File: src/rtl/mem_access_unit.sv
`default_nettype none
// +--------------------------------------------------------------------------+
// | Module      : mem_access_unit                                            |
// | Description : CPU data-memory initiator. Splits one byte/half/word       |
// |               load or store into consecutive single-byte accesses,       |
// |               big-endian (byte at Addr is most significant). Loads are   |
// |               zero- or sign-extended; misaligned requests are aborted    |
// |               before any memory access.                                  |
// | Options     : `define MAU_BOUNDS_CHECK_EN adds a range check against     |
// |               MEM_BYTES and the BoundErr output.                         |
// | Revision    : 1.0 - initial release                                      |
// +--------------------------------------------------------------------------+
module mem_access_unit #(
  parameter int MEM_BYTES = 512
) (
  input  logic        CLK,
  input  logic        Reset,
  input  logic        Start,
  input  logic        RW,
  input  logic [1:0]  Size,
  input  logic        Signed,
  input  logic [31:0] Addr,
  input  logic [31:0] DataIn,
  output logic        Busy,
  output logic        Done,
  output logic [31:0] DataOut,
  output logic        AlignErr,
`ifdef MAU_BOUNDS_CHECK_EN
  output logic        BoundErr,
`endif
  output logic        MemEn,
  output logic        MemRW,
  output logic [31:0] MemAddr,
  output logic [7:0]  MemWData,
  input  logic [7:0]  MemRData
);

  typedef enum logic [1:0] {
    S_IDLE   = 2'd0,
    S_ACCESS = 2'd1,
    S_FINISH = 2'd2
  } state_t;

  state_t      r_state;
  state_t      w_state_next;

  logic        r_rw;
  logic [1:0]  r_size;
  logic        r_signed;
  logic [31:0] r_addr;
  logic [1:0]  r_last;      // byte count minus one
  logic [1:0]  r_cnt;
  logic [31:0] r_wdata;     // store data left-justified, next byte in [31:24]
  logic [23:0] r_acc;       // load bytes gathered so far, MSB first
  logic        r_alignerr;

  logic [1:0]  w_nbytes_m1;
  logic        w_misalign;
  logic        w_abort;
  logic [31:0] w_wdata_just;
  logic [31:0] w_acc_next;
  logic [31:0] w_load_result;

`ifdef MAU_BOUNDS_CHECK_EN
  logic        r_bounderr;
  logic        w_oob;
  // Last byte of the request must lie inside the attached memory.
  assign w_oob   = (({1'b0, Addr} + {31'd0, w_nbytes_m1}) >= 33'(MEM_BYTES));
  assign w_abort = w_misalign | w_oob;
`else
  // Parameter is only consumed by the optional range check.
  localparam int c_mem_bytes_unused = MEM_BYTES;
  assign w_abort = w_misalign;
`endif

  // Decode the incoming request: byte count, alignment and store-data justification.
  always_comb begin
    w_nbytes_m1  = 2'd3;
    w_misalign   = 1'b0;
    w_wdata_just = DataIn;
    case (Size)
      2'b00: begin
        w_nbytes_m1  = 2'd0;
        w_wdata_just = {DataIn[7:0], 24'd0};
      end
      2'b01: begin
        w_nbytes_m1  = 2'd1;
        w_misalign   = Addr[0];
        w_wdata_just = {DataIn[15:0], 16'd0};
      end
      2'b10: begin
        w_nbytes_m1  = 2'd3;
        w_misalign   = |Addr[1:0];
      end
      default: begin
        w_nbytes_m1  = 2'd3;
        w_misalign   = 1'b1;
      end
    endcase
  end

  // Accumulator including the byte arriving this cycle, then extended by size.
  assign w_acc_next = {r_acc, MemRData};

  always_comb begin
    case (r_size)
      2'b00:   w_load_result = {{24{r_signed & w_acc_next[7]}},  w_acc_next[7:0]};
      2'b01:   w_load_result = {{16{r_signed & w_acc_next[15]}}, w_acc_next[15:0]};
      default: w_load_result = w_acc_next;
    endcase
  end

  // State register.
  always_ff @(posedge CLK or negedge Reset) begin
    if (!Reset) r_state <= S_IDLE;
    else        r_state <= w_state_next;
  end

  // Request capture, byte sequencing and load result update.
  always_ff @(posedge CLK or negedge Reset) begin
    if (!Reset) begin
      r_rw       <= 1'b0;
      r_size     <= 2'd0;
      r_signed   <= 1'b0;
      r_addr     <= 32'd0;
      r_last     <= 2'd0;
      r_cnt      <= 2'd0;
      r_wdata    <= 32'd0;
      r_acc      <= 24'd0;
      r_alignerr <= 1'b0;
      DataOut    <= 32'd0;
`ifdef MAU_BOUNDS_CHECK_EN
      r_bounderr <= 1'b0;
`endif
    end else begin
      case (r_state)
        S_IDLE: begin
          if (Start) begin
            r_rw       <= RW;
            r_size     <= Size;
            r_signed   <= Signed;
            r_addr     <= Addr;
            r_last     <= w_nbytes_m1;
            r_cnt      <= 2'd0;
            r_wdata    <= w_wdata_just;
            r_acc      <= 24'd0;
            r_alignerr <= w_misalign;
`ifdef MAU_BOUNDS_CHECK_EN
            r_bounderr <= w_oob;
`endif
          end
        end
        S_ACCESS: begin
          r_cnt   <= r_cnt + 2'd1;
          r_wdata <= {r_wdata[23:0], 8'd0};
          if (!r_rw) begin
            r_acc <= w_acc_next[23:0];
            // Final byte lands now so DataOut is already valid in the Done cycle.
            if (r_cnt == r_last) DataOut <= w_load_result;
          end
        end
        default: ;
      endcase
    end
  end

  // Next-state and output decode.
  always_comb begin
    w_state_next = r_state;
    Busy         = 1'b0;
    Done         = 1'b0;
    AlignErr     = 1'b0;
    MemEn        = 1'b0;
    MemRW        = 1'b0;
    MemAddr      = 32'd0;
    MemWData     = 8'd0;
`ifdef MAU_BOUNDS_CHECK_EN
    BoundErr     = 1'b0;
`endif
    case (r_state)
      S_IDLE: begin
        if (Start) w_state_next = w_abort ? S_FINISH : S_ACCESS;
      end
      S_ACCESS: begin
        Busy     = 1'b1;
        MemEn    = 1'b1;
        MemRW    = r_rw;
        MemAddr  = r_addr + {30'd0, r_cnt};
        MemWData = r_rw ? r_wdata[31:24] : 8'd0;
        if (r_cnt == r_last) w_state_next = S_FINISH;
      end
      S_FINISH: begin
        Busy         = 1'b1;
        Done         = 1'b1;
        AlignErr     = r_alignerr;
`ifdef MAU_BOUNDS_CHECK_EN
        BoundErr     = r_bounderr;
`endif
        w_state_next = S_IDLE;
      end
      default: w_state_next = S_IDLE;
    endcase
  end

endmodule
`default_nettype wire

File: config.mk
export PLATFORM = sky130hd
export DESIGN_NAME = mem_access_unit
export DESIGN_NICKNAME = d
export VERILOG_FILES = /design/src/rtl/mem_access_unit.sv
export SDC_FILE = /design/constraint.sdc
export NUM_CORES = 1
export LEC_CHECK = 0
export CORE_MARGIN = 1.5
export CORE_UTILIZATION = 40
export DETAILED_ROUTE_END_ITERATION = 6
export HOLD_SLACK_MARGIN = 0.05
export PLACE_DENSITY = 0.67
export SYNTH_ARGS = -nofsm -noshare
export SYNTH_HDL_FRONTEND = slang
export SYNTH_SLANG_ARGS = --single-unit
File: constraint.sdc
create_clock -name CLK -period 2.6 [get_ports CLK]
set_input_delay 0.26 -clock CLK [delete_from_list [all_inputs] [get_ports CLK]]
set_output_delay 0.26 -clock CLK [all_outputs]
set_load 0.01 [all_outputs]
==> results.txt, run 1 <==
Design Area, Final = 9540 µm²
nets = 912
YS warnings = 0
clock latency on the worst-skew pair = 0.41 ns
flops & latches, synth = 131
Area after DPL = 8530 µm²
dpl cells = 1005
Clock Tree Buf Depth = 2
Synth Flop Type = dfrtp_1
vias per std cell = 5.32
Worst EP required = 2.34 ns
crit share post-route = 105%
post-synthesis async set-or-reset flop share = 100%
startpoint types = register
DRT Pass-1 Iters = 4
Area growth syn-to-layout = 45.8%
Fin. Hold Viols = 0
die area = 17100 µm²
Finish-stage setup viols = 9
VDD IR-drop max = 663 µV
layout cells sized above 1 = 22.6%
violated checks = negative setup slack
unique cell type count in the Yosys netlist = 52
GP Congestion = 0.845
die height = 131 µm
CORE AREA = 15900 µm²
clk slew on worst S/H paths = 0.05 ns
total CTS buffers = 17
Leakage = 4.18 nW
drt wl/cell = 16.8 µm
die width = 131 µm
minimum clock period = 2.73 ns
commonest cells in the netlist = dfrtp_1, nand2_1, nor2_1, mux2_2, clkbuf_1
PwrDens = 1080 nW/µm²
DP HPWL = 12100 µm
vias in the first global route = 5403
# DRC = 0
Hold Crit Class = in -> async
remaining antenna violation count = 0
htree depth = 4
most common cell in the netlist = dfrtp_1
worst setup margin = -0.129 ns
fillers = 1289
CTS tree = built
CP cell instances = ha_4 -> fa_2 -> nand4_1 -> buf_12 -> buf_6 -> o311ai_2 -> o41ai_1 -> dlygate4sd2_1
EDFF count, synth = 0
Yosys top cell area share = 50.1%
Via Count = 5613
antenna cells = 0
sequential share of the synthesized area = 50.1%
Initial Util = 41.1%
f_max = 366 MHz
Total Routing Usage GR = 21.0%
biggest cell delay along the critical path = 0.40 ns
post-synthesis net count = 729
I/O Pins = 156
RSZ-0062 raised after global routing = yes
relative slew slack = 35.7%
outcome = finished with violations
crit-path max FO = 9
clk_skew = 0.00845 ns
main area contributors after synthesis = dfrtp_1, mux2_2, nand2_1
fin cells = 1056
port bufs = 155
max-slew violation count = 0
grt total ovfl = 0
syn avg cell area = 10.2 µm²
global-route wire length before repair = 27600 µm
crit path from = r_cnt[0]
crit path buf inv count = 3
row count = 46
TritonCTS Sinks = 131
CP Capture Type = primary output
clock root cell = clkbuf_16
Finished Core Util = 59.8%
CP max stage cell = dfrtp_1
Syn Inst Count = 644
crit path kind = reg -> out
initial antenna violation count = 1
post-synth top area cell = dfrtp_1
Slew @ Worst Pin = 0.962 ns
Initial DRC Count = 358
maxcap violations = 0
Crit path max-delay family = buffers and inverters
drt total wl = 17800 µm
Netlist Area Pre-Place = 6550 µm²
Worst R2R Start = r_state[0]
crit path DAT = 2.47 ns
largest net degree at the start of global routing = 73
==> cells by family after synthesis <==
kind of cell	count (synthesis)	share of synthesized area (%)
DFF	131	50.1
xor gates and xnor gates	12	1.61
muxes	70	11.5
adders and majority gates	6	1.26
and+or+nand+nor	236	18.2
buffers and inverters	57	3.71
AOI/OAI and AO/OA	132	13.6
==> final timing paths <==
path | slack (ns) | end | cells past startpoint
min in group CLK | 0.46 | r_wdata[5] | 3
hold reg to reg | 0.47 | r_wdata[3] | 2
hold / removal | 0.44 | r_addr[28] | 2
setup reg to reg | 0.43 | r_wdata[17] | 5
max in group asynchronous | 1.39 | DataOut[17] | 3
setup / recovery | -0.13 | MemAddr[20] | 8
==> per-stage QoR <==
step	setup TNS (ns)	hold slack, ns	setup WS [ns]	total power, W
after floorplan	0	-0.0356	0.332	0.00582
after global placement	0	0.315	0.0528	0.00748
after detailed placement	0	0.329	0.0153	0.00765
after CTS	-0.414	0.447	-0.100	0.0102
after global routing	-1.21	0.454	-0.220	0.0110
final	-0.546	0.439	-0.129	0.0103
==> power breakdown <==
group / switching (W) / internal, W
sequential: 0.000772 / 0.00294
combinational: 0.00204 / 0.00207
clock: 0.000843 / 0.00163
==> per-layer routing <==
metal / track usage, % / wire length [µm]
met1: 27.4 / 7830
met2: 33.7 / 8590
met3: 4.40 / 821
met4: 9.70 / 543
met5: 0 / 0
==> area by class of cell <==
type	count	area, µm²	area share, %
Multi-Input combinational cell	456	3320	34.8
Sequential cell	131	3280	34.4
Timing Repair Buffer	211	2010	21.0
Clock buffer	24	502	5.26
Tap cell	216	270	2.83
Clock inverter	8	123	1.29
Inverter	10	37.5	0.393
==> registers in the layout, summed over array words and instances, names as in the netlist <==
| name | count |
|---|---|
| r_last | 2 |
| r_rw | 1 |
| r_wdata | 32 |
| r_addr | 32 |
| r_cnt | 2 |
| r_signed | 1 |
| DataOut | 32 |
| r_state | 2 |
| r_acc | 24 |
| r_size | 2 |
| r_alignerr | 1 |
==> cells in the final DEF, fill, tap and decap left out, types with 4 or more instances in the layout <==
cell	instances
a21oi_1	30
a221oi_1	16
a22o_1	24
a31oi_1	8
and2_1	4
and3_1	9
buf_12	7
buf_2	10
buf_4	43
buf_6	5
clkbuf_16	18
clkbuf_2	8
clkbuf_8	5
clkdlybuf4s50_1	127
dfrtp_1	129
dlygate4sd2_1	5
inv_1	9
mux2_2	43
mux2i_1	27
nand2_1	87
nand2b_1	16
nand3_1	19
nand4_1	5
nor2_1	62
nor4_4	10
o21ai_0	30
o311ai_4	4
o41ai_2	5
or3_1	4
xnor2_1	9
==> repair_timing <==
| item | CTS | global route |
|---|---|---|
| hold buffers | 1 | 0 |
| resized for setup | 75 | 50 |
| endpoints found under the setup margin | 31 | 29 |
| pin swaps | 7 | 13 |
| endpoints found under the hold margin | 71 | 0 |
| setup buffers | 5 | 13 |
| gates cloned | 0 | 1 |
Power figures use the tool's default switching activity.
==> run 2: changes to the inputs <==
--- a/config.mk
+++ b/config.mk
@@ -5,11 +5,12 @@
 export SDC_FILE = /design/constraint.sdc
 export NUM_CORES = 1
 export LEC_CHECK = 0
+export ABC_AREA = 1
 export CORE_MARGIN = 1.5
 export CORE_UTILIZATION = 40
 export DETAILED_ROUTE_END_ITERATION = 6
 export HOLD_SLACK_MARGIN = 0.05
-export PLACE_DENSITY = 0.67
+export PLACE_DENSITY = 0.75
 export SYNTH_ARGS = -nofsm -noshare
 export SYNTH_HDL_FRONTEND = slang
 export SYNTH_SLANG_ARGS = --single-unit
==> run 2 against run 1 <==
Against the previous run: the run now ends clean; setup slack improved by 0.20 ns; wire length rose by 9.6%; cell count rose by 23%; global-route usage rose by 1.6 points; register-to-register slack improved by 0.03 ns; first-iteration DRC count rose by 61%; fmax rose by 7.7%; via count rose by 16%; clock skew fell by 0.0010 ns; non-clock buffer count fell by 36; clock power rose by 6%; largest power group unchanged; highest routed layer unchanged.
==> results.txt, run 2 <==
outcome = completed
initial antenna violation count = 0
fillers = 1546
crit path DAT = 2.27 ns
Worst path most repeated cell = nor2_4
Leakage = 4.54 nW
Pint = 0.00632 W
sequential share of power = 36.2%
flops & latches, synth = 131
die width = 134 µm
vias per std cell = 5.03
clock latency on the worst-skew pair = 0.42 ns
unique cell type count in the Yosys netlist = 35
crit path buf inv count = 2
leading registers by flop count = DataOut: 32 flops, r_addr: 32 flops, r_wdata: 32 flops
Psw = 0.00385 W
die height = 134 µm
Initial DRC Count = 575
Netlist Area Pre-Place = 6860 µm²
CORE AREA = 16600 µm²
minimum clock period = 2.53 ns
clk slew on worst S/H paths = 0.06 ns
Finish-stage setup viols = 0
sequential share of the synthesized area = 47.8%
maxcap violations = 0
biggest cell delay along the critical path = 0.41 ns
relative slew slack = 48.9%
post-synthesis async set-or-reset flop share = 100%
crit path kind = reg -> out
antenna cells = 0
Syn Inst Count = 914
f_max = 395 MHz
Hold Crit Class = in -> async
Crit path max-delay family = adder cells
commonest non-fill, non-tap cell in the layout = nand2_1
CP max stage cell = dfrtp_1
EDFF count, synth = 0
nets = 1152
worst setup margin = 0.0670 ns
Total Routing Usage GR = 22.7%
commonest cells in the netlist = nand2_1, dfrtp_1, inv_1, nor2_1, o21ai_0
RSZ-0062 raised after global routing = yes
TritonCTS Sinks = 131
remaining antenna violation count = 0
max-slew violation count = 0
crit-path max FO = 4
Slew @ Worst Pin = 0.767 ns
port bufs = 155
CP Capture Type = primary output
Worst EP required = 2.34 ns
htree depth = 4
crit share post-route = 97.4%
YS warnings = 0
post-synthesis net count = 999
CTS tree = built
DRT Pass-1 Iters = 5
die area = 17900 µm²
Gate power share = 37.8%
GP Congestion = 0.937
PnR Total Power = 0.0102 W
CP cell instances = ha_4 -> fa_2 -> nand2_4 -> nor2_4 -> inv_1 -> nor2_4 -> nand2_1 -> o21ai_0 -> nor2_1 -> dlygate4sd2_1
# DRC = 0
I/O Pins = 156
Clock Tree Buf Depth = 2
drt total wl = 19500 µm
most frequent cells in the layout = nand2_1, dfrtp_1, clkdlybuf4s50_1
switch share = 37.9%
post-synth top area cell = dfrtp_1
Yosys top cell area share = 47.8%
drt wl/cell = 15.0 µm
total CTS buffers = 17
Via Count = 6539
layout cells sized above 1 = 8.62%
Synth Flop Type = dfrtp_1
syn avg cell area = 7.51 µm²
VDD IR-drop max = 608 µV
row count = 47
clk_skew = 0.00744 ns
vias in the first global route = 6298
most common cell in the netlist = nand2_1
Fin. Hold Viols = 0
grt total ovfl = 0
DP HPWL = 14000 µm
largest net degree at the start of global routing = 77
Area growth syn-to-layout = 36.4%
startpoint types = register
dpl ws = 0.0579 ns
clock root cell = clkbuf_16
main area contributors after synthesis = dfrtp_1, nand2_1, o21ai_0
PwrDens = 1090 nW/µm²
register area = 3280 µm²
area of the multi-input gates = 3080 µm²
Final TNS setup = 0 ns
global-route wire length before repair = 31900 µm
Initial Util = 41.2%
Clock power frac = 25.9%
run 2: cells by family (layout without fill, tap and decap cells):
family                   Yosys count  in the layout  share of synthesized area, %
XOR/XNOR                           5              5                         0.638
adder cells (fa/ha/maj)            6              6                          1.20
AND/OR/NAND/NOR                  460            460                          27.3
buffers and inverters            138            303                          8.85
AO/OA/AOI/OAI                    174            174                          14.2
flip-flops                       131            131                          47.8
run 2: final cells by class:
| type | instances | share of cell area, % |
|---|---|---|
| Clock inverter | 12 | 2.19 |
| Tap cell | 220 | 2.94 |
| Multi-Input combinational cell | 645 | 32.9 |
| Clock buffer | 19 | 4.73 |
| Sequential cell | 131 | 35.0 |
| Inverter | 97 | 3.92 |
| Timing Repair Buffer | 175 | 18.2 |
run 2: what timing repair did:
action,CTS,global route
resized for setup,46,23
hold endpoints to repair,27,0
setup endpoints to repair,36,17
cloned,0,0
setup buffers,3,3
hold buffers,1,0
pin swaps,3,5
run 2: path summary, 6_finish.rpt:
| check | start | to | slack (ns) | cells past startpoint |
|---|---|---|---|---|
| min | Reset | r_addr[30] | 0.31 | 2 |
| max | r_cnt[0] | MemAddr[12] | 0.07 | 10 |
| max reg2reg | r_state[1] | DataOut[16] | 0.46 | 10 |
| max in group asynchronous | Reset | r_acc[19] | 1.53 | 3 |
| min reg2reg | DataOut[30] | DataOut[30] | 0.48 | 2 |
| min in group CLK | Addr[8] | r_addr[8] | 0.37 | 3 |
run 2: metrics by stage:
stage                     utilization (%)  hold slack, ns  std cells  cell area (µm²)
final                                56.2           0.313       1299             9360
after global routing                 56.2           0.332       1299             9360
after CTS                            55.9           0.306       1296             9300
after detailed placement             51.5           0.211       1261             8560
after global placement               51.5           0.206       1261             8560
after floorplan                         -         -0.0356        914             6860
run 2: per-layer routing:
metal / share of wire [%] / up-vias / global-route usage (%)
li1: - / 3222 / -
met1: 45 / 3037 / 30.4
met2: 47 / 249 / 36.7
met3: 5.8 / 31 / 4.38
met4: 2.2 / 0 / 7.85
met5: 0 / - / 0
run 2: power by group through the flow:
stage / Combinational (W) / Sequential, W / Clock (W)
final: 0.00385 / 0.00369 / 0.00264
after global routing: 0.00432 / 0.00380 / 0.00279
after CTS: 0.00383 / 0.00366 / 0.00267
after detailed placement: 0.00378 / 0.00368 / 0
after global placement: 0.00371 / 0.00365 / 0
after floorplan: 0.00231 / 0.00355 / 0
==> run 3: changes to the inputs <==
--- a/config.mk
+++ b/config.mk
@@ -11,6 +11,7 @@
 export DETAILED_ROUTE_END_ITERATION = 6
 export HOLD_SLACK_MARGIN = 0.05
 export PLACE_DENSITY = 0.75
+export RECOVER_POWER = 25
 export SYNTH_ARGS = -nofsm -noshare
 export SYNTH_HDL_FRONTEND = slang
 export SYNTH_SLANG_ARGS = --single-unit
==> run 3 against run 2 <==
Against the previous run: the flow now finishes with violations (max-capacitance violations, max-slew violations); via count about the same; sequential share of layout area rose by 0.056 points; first-iteration DRC count is the same; clock power about the same; total power is essentially flat; combinational power about the same; final area is 0.16% lower; wire length about the same; register-to-register slack barely moved; critical path type unchanged; largest cell class unchanged.
==> results.txt, run 3 (synthesis gave the netlist of run 2 again) <==
biggest cell delay along the critical path = 0.41 ns
# DRC = 0
Design Area, Final = 9340 µm²
Initial Util = 41.2%
clock latency on the worst-skew pair = 0.42 ns
dpl cells = 1261
Finished Core Util = 56.1%
clock root cell = clkbuf_16
violated checks = max-capacitance violations, max-slew violations
vias in the first global route = 6298
drt total wl = 19500 µm
grt total ovfl = 0
die area = 17900 µm²
port bufs = 155
leading registers by flop count = DataOut: 32 flops, r_addr: 32 flops, r_wdata: 32 flops
GP Congestion = 0.937
die height = 134 µm
Worst R2R Start = r_state[1]
Worst EP required = 2.34 ns
global-route wire length before repair = 31900 µm
WHS = 0.368 ns
Slew @ Worst Pin = 1.58 ns
Worst Hold Launch = Addr[8]
DP HPWL = 14000 µm
largest net degree at the start of global routing = 77
TritonCTS Sinks = 131
crit share post-route = 97.6%
Finish-stage setup viols = 0
Via Count = 6536
drt wl/cell = 15.0 µm
Area growth syn-to-layout = 36.2%
crit path DAT = 2.28 ns
CP Capture Type = primary output
die width = 134 µm
clk slew on worst S/H paths = 0.06 ns
antenna cells = 0
Clock Tree Buf Depth = 2
DRT Pass-1 Iters = 5
initial antenna violation count = 0
CP cell instances = ha_4 -> fa_2 -> nand2_4 -> nor2_4 -> inv_1 -> nor2_4 -> nand2_1 -> o21ai_0 -> nor2_1 -> dlygate4sd2_1
relative slew slack = -5.64%
outcome = finished with violations
crit path kind = reg -> out
total CTS buffers = 17
Crit path max-delay family = adder cells
max-slew violation count = 30
PwrDens = 1090 nW/µm²
RSZ-0062 raised after global routing = yes
Area after DPL = 8560 µm²
f_max = 394 MHz
fin cells = 1299
I/O Pins = 156
layout cells sized above 1 = 8.53%
remaining antenna violation count = 0
vias per std cell = 5.03
VDD IR-drop max = 608 µV
CP max stage cell = dfrtp_1
r2r endpoint = DataOut[16]
Fin. Hold Viols = 0
Hold Crit Class = in -> reg
nets = 1152
clk_skew = 0.0102 ns
most frequent cells in the layout = nand2_1, dfrtp_1, clkdlybuf4s50_1
startpoint types = register
r2r worst-path depth = 10
row count = 47
Worst path most repeated cell = nor2_4
Initial DRC Count = 575
minimum clock period = 2.54 ns
htree depth = 4
CTS tree = built
CORE AREA = 16600 µm²
reg2reg setup slack = 0.47 ns
PnR Total Power = 0.0102 W
Hold EP = r_addr[8]
commonest non-fill, non-tap cell in the layout = nand2_1
Leakage = 4.53 nW
maxcap violations = 1
Total Routing Usage GR = 22.7%
Hold Crit Depth = 3
crit-path max FO = 4
crit path buf inv count = 2
==> run 3: power by group <==
part,switching (W),internal [W]
logic,0.00219,0.00166
registers,0.000754,0.00293
clock network,0.000914,0.00173
total,0.00386,0.00632
==> run 3: metal layers <==
metal  share of wire [%]  wire length, µm  GRT usage (%)
met1                  44             8630           30.4
met5                   0                0              0
met4                 2.2              437           7.85
met2                  47             9270           36.7
met3                 6.0             1180           4.38
==> run 3: worst max path at each step <==
stage | slack (ns) | cells past startpoint | start | end
2_1_floorplan | 0.69 | 9 | r_cnt[0] | MemAddr[24]
3_3_place_gp | 0.1 | 10 | r_cnt[0] | MemAddr[20]
3_5_place_dp | 0.06 | 10 | r_cnt[0] | MemAddr[16]
4_1_cts | -0.006 | 8 | r_addr[1] | MemAddr[13]
5_1_grt | -0.02 | 10 | r_addr[0] | MemAddr[16]
6_report | 0.06 | 10 | r_cnt[0] | MemAddr[12]
==> run 3: layout make-up <==
cell class                      count  area (µm²)
Clock inverter                     12         205
Tap cell                          220         275
Fill cell                        1550        7300
Clock buffer                       19         443
Sequential cell                   131        3280
Inverter                           97         367
Timing Repair Buffer              175        1690
Multi-Input combinational cell    645        3080
==> run 3: worst min-delay path, cell delays in order <==
cell and delay, ns:
clkdlybuf4s50_1 0.39, nand2_1 0.06, nand2_1 0.04
==> run 3: metrics by stage <==
step	TNS (ns)	setup slack, ns
after CTS	-0.00573	-0.00573
after global placement	0	0.0975
after floorplan	0	0.694
final	0	0.0629
after detailed placement	0	0.0579
after global routing	-0.0457	-0.0197
==> run 3: timing repair <==
action                                  in CTS  in global routing
hold endpoints to repair                    27                  0
buffers inserted                             3                  3
endpoints found under the setup margin      36                 17
hold buffers                                 1                  0
pin swaps                                    3                  5
gates resized for setup                     46                 23
